[src/rtl/delay_scheduler_pkg.sv]
`default_nettype none
// ============================================================================
// Module      : delay_sched_pkg
// Description : Shared definitions for the delay scheduler: FSM state
//               encoding, default parameter values, owner index width and
//               the round-robin index helper.
// Revision    : 1.0 - initial release
// ============================================================================
package delay_sched_pkg;

  // Default parameter values
  localparam int N_REQ_DEF = 4;
  localparam int CNT_W_DEF = 8;

  // Width of the owner index (covers up to 8 requesters)
  localparam int OWNER_W = 3;

  // FSM state encoding
  localparam logic [1:0] ST_IDLE  = 2'd0;
  localparam logic [1:0] ST_COUNT = 2'd1;
  localparam logic [1:0] ST_DONE  = 2'd2;

  // Requester index that is 'step' positions after 'base', wrapping at n.
  function automatic logic [OWNER_W-1:0] rr_index(
    input logic [OWNER_W-1:0] base,
    input int                 step,
    input int                 n
  );
    return OWNER_W'((int'(base) + step) % n);
  endfunction

endpackage
`default_nettype wire

[src/rtl/delay_scheduler_if.sv]
`default_nettype none
// ============================================================================
// Module      : delay_scheduler_if
// Description : Requester-side bus of the delay scheduler.
//               master : requester control logic (drives req/delay)
//               slave  : delay_scheduler (drives gnt/done/busy/owner/cnt)
// Signals     : req   [N_REQ]        level request per requester
//               delay [N_REQ*CNT_W]  per-requester delay, slice i at i*CNT_W
//               gnt   [N_REQ]        one-hot grant pulse
//               done  [N_REQ]        one-hot completion pulse
//               busy                 counter owned
//               owner [OWNER_W]      current / last-served requester
//               cnt   [CNT_W]        current counter value
// Revision    : 1.0 - initial release
// ============================================================================
interface delay_scheduler_if
  import delay_sched_pkg::*;
#(
  parameter int N_REQ = N_REQ_DEF,
  parameter int CNT_W = CNT_W_DEF
) ();

  logic [N_REQ-1:0]       req;
  logic [N_REQ*CNT_W-1:0] delay;
  logic [N_REQ-1:0]       gnt;
  logic [N_REQ-1:0]       done;
  logic                   busy;
  logic [OWNER_W-1:0]     owner;
  logic [CNT_W-1:0]       cnt;

  modport master (
    output req,
    output delay,
    input  gnt,
    input  done,
    input  busy,
    input  owner,
    input  cnt
  );

  modport slave (
    input  req,
    input  delay,
    output gnt,
    output done,
    output busy,
    output owner,
    output cnt
  );

endinterface
`default_nettype wire

[src/rtl/delay_scheduler_tick_counter.sv]
`default_nettype none
// ============================================================================
// Module      : tick_counter
// Description : CNT_W-bit up-counter with synchronous clear and count
//               enable. term_o flags that the count has reached load_i-1,
//               i.e. the last tick of a delay of load_i cycles.
// Ports       : clock_i  - clock
//               reset_i  - asynchronous active-high reset
//               clear_i  - synchronous clear to zero (wins over enable)
//               enable_i - increment by one
//               load_i   - delay value the terminal flag compares against
//               cnt_o    - current count
//               term_o   - cnt_o == load_i - 1
// Revision    : 1.0 - initial release
// ============================================================================
module tick_counter #(
  parameter int CNT_W = 8
) (
  input  logic             clock_i,
  input  logic             reset_i,
  input  logic             clear_i,
  input  logic             enable_i,
  input  logic [CNT_W-1:0] load_i,
  output logic [CNT_W-1:0] cnt_o,
  output logic             term_o
);

  logic [CNT_W-1:0] cnt_q;
  logic [CNT_W-1:0] cnt_d;

  always_comb begin
    cnt_d = cnt_q;
    if (clear_i) begin
      cnt_d = '0;
    end else if (enable_i) begin
      cnt_d = cnt_q + CNT_W'(1);
    end
  end

  always_ff @(posedge clock_i or posedge reset_i) begin
    if (reset_i) begin
      cnt_q <= '0;
    end else begin
      cnt_q <= cnt_d;
    end
  end

  assign cnt_o  = cnt_q;
  // With load_i == 0 this compares against all-ones; the scheduler never
  // counts in that case, so the flag is simply ignored.
  assign term_o = (cnt_q == (load_i - CNT_W'(1)));

endmodule
`default_nettype wire

[src/rtl/delay_scheduler.sv]
`default_nettype none
// ============================================================================
// Module      : delay_scheduler
// Description : Time-shares one tick counter among N_REQ requesters. A
//               round-robin arbiter grants the counter in IDLE, the delay
//               of the winner is latched and counted out, and a one-cycle
//               done pulse is returned to that requester.
// Ports       : clock_i - clock, rising edge
//               reset_i - asynchronous active-high reset
//               bus     - delay_scheduler_if.slave (req/delay in,
//                         gnt/done/busy/owner/cnt out)
// Revision    : 1.0 - initial release
// ============================================================================
module delay_scheduler
  import delay_sched_pkg::*;
#(
  parameter int N_REQ = N_REQ_DEF,
  parameter int CNT_W = CNT_W_DEF
) (
  input  logic              clock_i,
  input  logic              reset_i,
  delay_scheduler_if.slave  bus
);

  // Requests and delays are widened to the full owner index range so the
  // arbiter can index them with an OWNER_W-bit value directly.
  localparam int REQ_EXT_W = 1 << OWNER_W;

  logic [1:0]         state_q, state_d;
  logic [OWNER_W-1:0] owner_q, owner_d;
  logic [OWNER_W-1:0] last_q,  last_d;
  logic [CNT_W-1:0]   dly_q,   dly_d;
  logic [N_REQ-1:0]   gnt_q,   gnt_d;

  logic [REQ_EXT_W-1:0] req_ext;
  logic [CNT_W-1:0]     dly_arr [REQ_EXT_W];

  logic               win_found;
  logic [OWNER_W-1:0] win_idx;

  logic               cnt_clear;
  logic               cnt_enable;
  logic               cnt_term;
  logic [CNT_W-1:0]   cnt_val;
  logic [N_REQ-1:0]   done_w;

  // --------------------------------------------------------------------------
  // Input unpacking
  // --------------------------------------------------------------------------
  assign req_ext = REQ_EXT_W'(bus.req);

  for (genvar i = 0; i < REQ_EXT_W; i++) begin : g_dly
    if (i < N_REQ) begin : g_used
      assign dly_arr[i] = bus.delay[i*CNT_W +: CNT_W];
    end else begin : g_unused
      assign dly_arr[i] = '0;
    end
  end

  // --------------------------------------------------------------------------
  // Round-robin arbiter: first set request after the last-served one, so the
  // requester just served is always considered last.
  // --------------------------------------------------------------------------
  always_comb begin
    win_found = 1'b0;
    win_idx   = last_q;
    for (int k = 1; k <= N_REQ; k++) begin
      if (!win_found && req_ext[rr_index(last_q, k, N_REQ)]) begin
        win_found = 1'b1;
        win_idx   = rr_index(last_q, k, N_REQ);
      end
    end
  end

  // --------------------------------------------------------------------------
  // Scheduler FSM
  // --------------------------------------------------------------------------
  always_comb begin
    state_d = state_q;
    owner_d = owner_q;
    last_d  = last_q;
    dly_d   = dly_q;
    gnt_d   = '0;
    case (state_q)
      ST_IDLE: begin
        if (win_found) begin
          owner_d = win_idx;
          dly_d   = dly_arr[win_idx];
          gnt_d   = N_REQ'(1) << win_idx;
          // A zero delay skips counting and completes in the grant cycle.
          state_d = (dly_arr[win_idx] != '0) ? ST_COUNT : ST_DONE;
        end
      end
      ST_COUNT: begin
        if (cnt_term) begin
          state_d = ST_DONE;
        end
      end
      ST_DONE: begin
        last_d  = owner_q;
        state_d = ST_IDLE;
      end
      default: begin
        state_d = ST_IDLE;
      end
    endcase
  end

  always_ff @(posedge clock_i or posedge reset_i) begin
    if (reset_i) begin
      state_q <= ST_IDLE;
      owner_q <= '0;
      last_q  <= OWNER_W'(N_REQ - 1);
      dly_q   <= '0;
      gnt_q   <= '0;
    end else begin
      state_q <= state_d;
      owner_q <= owner_d;
      last_q  <= last_d;
      dly_q   <= dly_d;
      gnt_q   <= gnt_d;
    end
  end

  // --------------------------------------------------------------------------
  // Shared counter: runs only in COUNT, holds at D-1 on the terminal tick and
  // returns to zero as the DONE cycle ends.
  // --------------------------------------------------------------------------
  assign cnt_clear  = (state_q == ST_DONE);
  assign cnt_enable = (state_q == ST_COUNT) && !cnt_term;

  tick_counter #(
    .CNT_W (CNT_W)
  ) u_tick_counter (
    .clock_i  (clock_i),
    .reset_i  (reset_i),
    .clear_i  (cnt_clear),
    .enable_i (cnt_enable),
    .load_i   (dly_q),
    .cnt_o    (cnt_val),
    .term_o   (cnt_term)
  );

  // --------------------------------------------------------------------------
  // Outputs, all decoded from registered state
  // --------------------------------------------------------------------------
  always_comb begin
    done_w = '0;
    if (state_q == ST_DONE) begin
      done_w = N_REQ'(1) << owner_q;
    end
  end

  assign bus.gnt   = gnt_q;
  assign bus.done  = done_w;
  assign bus.busy  = (state_q != ST_IDLE);
  assign bus.owner = owner_q;
  assign bus.cnt   = cnt_val;

endmodule
`default_nettype wire

[src/flat_wrapper.sv]
// flat-port wrapper written by rule: the top's interface ports become plain ports
module delay_scheduler_flat import delay_sched_pkg::*;
#(
  parameter int N_REQ = N_REQ_DEF,
  parameter int CNT_W = CNT_W_DEF
)
  (clock_i, reset_i, bus_req, bus_delay, bus_gnt, bus_done, bus_busy, bus_owner, bus_cnt);
  delay_scheduler_if #(.N_REQ(N_REQ), .CNT_W(CNT_W)) bus_i ();
  input  logic clock_i;
  input  logic reset_i;
  input wire logic [$bits(bus_i.req)-1:0] bus_req;
  input wire logic [$bits(bus_i.delay)-1:0] bus_delay;
  output wire logic [$bits(bus_i.gnt)-1:0] bus_gnt;
  output wire logic [$bits(bus_i.done)-1:0] bus_done;
  output wire logic [$bits(bus_i.busy)-1:0] bus_busy;
  output wire logic [$bits(bus_i.owner)-1:0] bus_owner;
  output wire logic [$bits(bus_i.cnt)-1:0] bus_cnt;
  assign bus_i.req = bus_req;
  assign bus_i.delay = bus_delay;
  assign bus_gnt = bus_i.gnt;
  assign bus_done = bus_i.done;
  assign bus_busy = bus_i.busy;
  assign bus_owner = bus_i.owner;
  assign bus_cnt = bus_i.cnt;
  delay_scheduler #(.N_REQ(N_REQ), .CNT_W(CNT_W)) u_core (.clock_i(clock_i), .reset_i(reset_i), .bus(bus_i));
endmodule
[config.mk]
export PLATFORM = sky130hd
export DESIGN_NAME = delay_scheduler_flat
export DESIGN_NICKNAME = d
export VERILOG_FILES = /design/src/rtl/delay_scheduler_pkg.sv /design/src/rtl/delay_scheduler_if.sv /design/src/rtl/delay_scheduler_tick_counter.sv /design/src/rtl/delay_scheduler.sv /design/src/flat_wrapper.sv
export SDC_FILE = /design/constraint.sdc
export NUM_CORES = 1
export LEC_CHECK = 0
export BUFFER_PORTS_ARGS = -buffer_cell sky130_fd_sc_hd__buf_2
export CORE_MARGIN = 2
export CORE_UTILIZATION = 55
export DETAILED_ROUTE_END_ITERATION = 12
export PLACE_DENSITY = 0.92
export SLEW_MARGIN = 20
export SYNTH_ARGS = -nofsm -noshare
export SYNTH_HDL_FRONTEND = slang
export SYNTH_SLANG_ARGS = --single-unit
export TNS_END_PERCENT = 5
[constraint.sdc]
create_clock -name clock_i -period 4.3 [get_ports clock_i]
set_input_delay 0.215 -clock clock_i [delete_from_list [all_inputs] [get_ports clock_i]]
set_output_delay 0.215 -clock clock_i [all_outputs]
set_load 0.02 [all_outputs]
==> run metrics <==
top routing layer used met4; post-synth top area cell dfrtp_1; MaxCap Viol Count 0; hold_sp bus_req[2]; Post-Syn Nets 240; crit path max fanout 11; GR Overflow Total 0; Die Span Y 62.6 um; fin nets 295; CTS tree built; worst slew pin tran 1080 ps; synth top area cells dfrtp_1 (34%), mux2i_1 (11%), nor4_1 (4.3%), o221ai_1 (3.7%), nand2_1 (3.0%); worst r2r src u_core.dly_q[0]; CTS Sinks 28; num ports 58; VDD IR-drop max 0.277 mV; core area 0.00331 mm^2; # diodes 0; Port Buffers 57; Synth Flop Type dfrtp_1; vias in the first global route 1644; Max Clock Freq 332 MHz; fin crit share 0.701; fill cell count 290; DRC viols 0; via count 1802; wire length per cell 14.6 um; Worst Hold End u_core.bus.gnt[2]; Initial Utilization 0.571; GRT Util Overall 0.241; share of the synthesized area in the top cell type 0.344; LEAKAGE 1.03 nW; outcome completed; instance count of the mapped netlist 200; Commonest cells post-synth dfrtp_1 (26), mux2i_1 (20), nand2_1 (15), nor2_1 (13), nor4_1 (13); Root Buffer clkbuf_4; Mapped Area 0.00189 mm^2; DRT iter0 DRCs 137; number of synthesized flops with an enable pin 0; Max Transition Viols Final 0; met2 WL 2160 um; Antenna Nets Post-Route 0; FF-to-FF path depth 8; post-synthesis cell type count 50; Relative slew margins 0.277; P&R area growth vs syn 19.3%; Row Count 21; Clk pin slew, worst setup/hold paths 160 ps; Post-synth ARST share 1.00; hold depth 3; global-route wire length before repair 7620 um; Crit Path Class register to register; Setup-failing EPs final 0; CP endpoint kind register; Via density 6.01; WL met3 224 um; CP arrival 3300 ps; Clock Skew 14.4 ps; placed cells 295; CTS H-tree lvls 1; routability cong. 0.835; Skew-Pair Late Insertion Delay 340 ps; Startpoint Class register; Die Span X 62.6 um; Pwr Density 601 mW/mm^2; Sum Neg Setup Slack 0 ps; Fin Hold WS 302 ps; worst min path class input port to register; reg2reg setup slack 1290 ps; initial antenna violation count 0; most common cell in the netlist dfrtp_1; largest net degree at the start of global routing 29; #FFs+latches synth 28; total CTS buffers 3; Synth Area per Inst 9.45 um^2; DP HPWL 3470 um; RSZ-0062 raised after global routing false; CTS Buffer Depth 2; post-synthesis sequential area ratio 0.372; share of cells above drive strength 1 0.295; reg-to-reg endpoint u_core.u_tick_counter.cnt_o[7]; post-layout util 0.681; met1 wire length 1930 um; drt first pass iters 4; final std cells w/o fill 300; die area 0.00392 mm^2; Ys Warns 0; clock period minus worst slack 3010 ps; Worst Path Required 4590 ps; DRT Wirelength 4390 um; endpoints failing hold 0
[through the flow]
stage	total power (W)	setup WS, ps	area (um^2)
6_report	0.00136	1290	2250
5_1_grt	0.00146	1020	2250
4_1_cts	0.00135	1290	2240
3_5_place_dp	0.00118	1290	2190
3_3_place_gp	0.00115	1510	2190
2_1_floorplan	0.00101	2030	1890
[sequential cells by signal (all words and copies together), names as in the netlist]
| name | count |
|---|---|
| u_core.dly_q | 8 |
| u_core.bus.owner | 3 |
| u_core.bus.gnt | 4 |
| u_core.state_q | 2 |
| u_core.u_tick_counter.cnt_o | 8 |
| u_core.last_q | 3 |
[final cells by class]
class / instances / area [um^2] / area share
clock inverter: 1 / 30.0 / 0.0133
timing repair buffer: 59 / 303 / 0.134
tap: 46 / 57.6 / 0.0255
clock buffer: 3 / 22.5 / 0.00999
sequential: 28 / 703 / 0.312
multi-input combinational: 153 / 1100 / 0.488
inverter: 10 / 37.5 / 0.0166
[layout by cell type (no fill, tap or decap), types with 4 or more instances in the layout]
cell,synthesis,final
a21oi_1,4,4
buf_2,3,57
dfrtp_1,26,26
inv_1,10,9
mux2i_1,20,20
nand2_1,15,15
nand3_1,5,5
nor2_1,13,13
nor3_1,7,6
nor4_1,13,13
o21a_1,6,6
o21ai_0,6,6
o221ai_1,8,8
xnor2_1,5,5
[metal layers]
layer / vias to the layer above / global-route usage
met5: - / 0
li1: 870 / -
met2: 68 / 0.414
met1: 858 / 0.318
met4: 0 / 0.0917
met3: 6 / 0.0180
[critical path, stage by stage, from the launching register on]
cell and delay, ps:
dfrtp_1 440, inv_1 80, ha_1 310, o21ba_1 210, a221oi_1 300, a41oi_1 90
a2111oi_2 940, or2_0 380, a311o_1 230
[report_power, final]
| part | internal, W | switching, W | leakage [nW] |
|---|---|---|---|
| logic | 0.000295 | 0.000388 | 0.656 |
| clock network | 0.0000944 | 0.0000787 | 0.0279 |
| registers | 0.000363 | 0.000137 | 0.342 |
[kinds of logic after synthesis]
logic type / synth area share
adder cells (fa/ha/maj): 0.0132
XOR/XNOR: 0.0371
AND/OR/NAND/NOR: 0.206
flip-flops: 0.372
multiplexers: 0.124
buffers and inverters: 0.0477
AO/OA/AOI/OAI: 0.200
[worst max path at each step]
stage,startpoint,end,cells after the start,slack [ps]
global route,u_core.dly_q[0],u_core.u_tick_counter.cnt_o[7],8,1020
finish,u_core.dly_q[0],u_core.u_tick_counter.cnt_o[7],8,1290
CTS,u_core.dly_q[0],u_core.u_tick_counter.cnt_o[7],8,1290
floorplan,u_core.dly_q[0],u_core.u_tick_counter.cnt_o[7],10,2030
detailed placement,u_core.dly_q[0],u_core.state_q[0],8,1290
global placement,u_core.dly_q[0],u_core.u_tick_counter.cnt_o[7],8,1510
[timing repair]
item                                   4_1_cts  5_1_grt
gates resized for setup                      0        0
endpoints found under the hold margin        0       14
setup buffers                                0        0
hold buffers                                 0        1
Power figures use the tool's default switching activity.
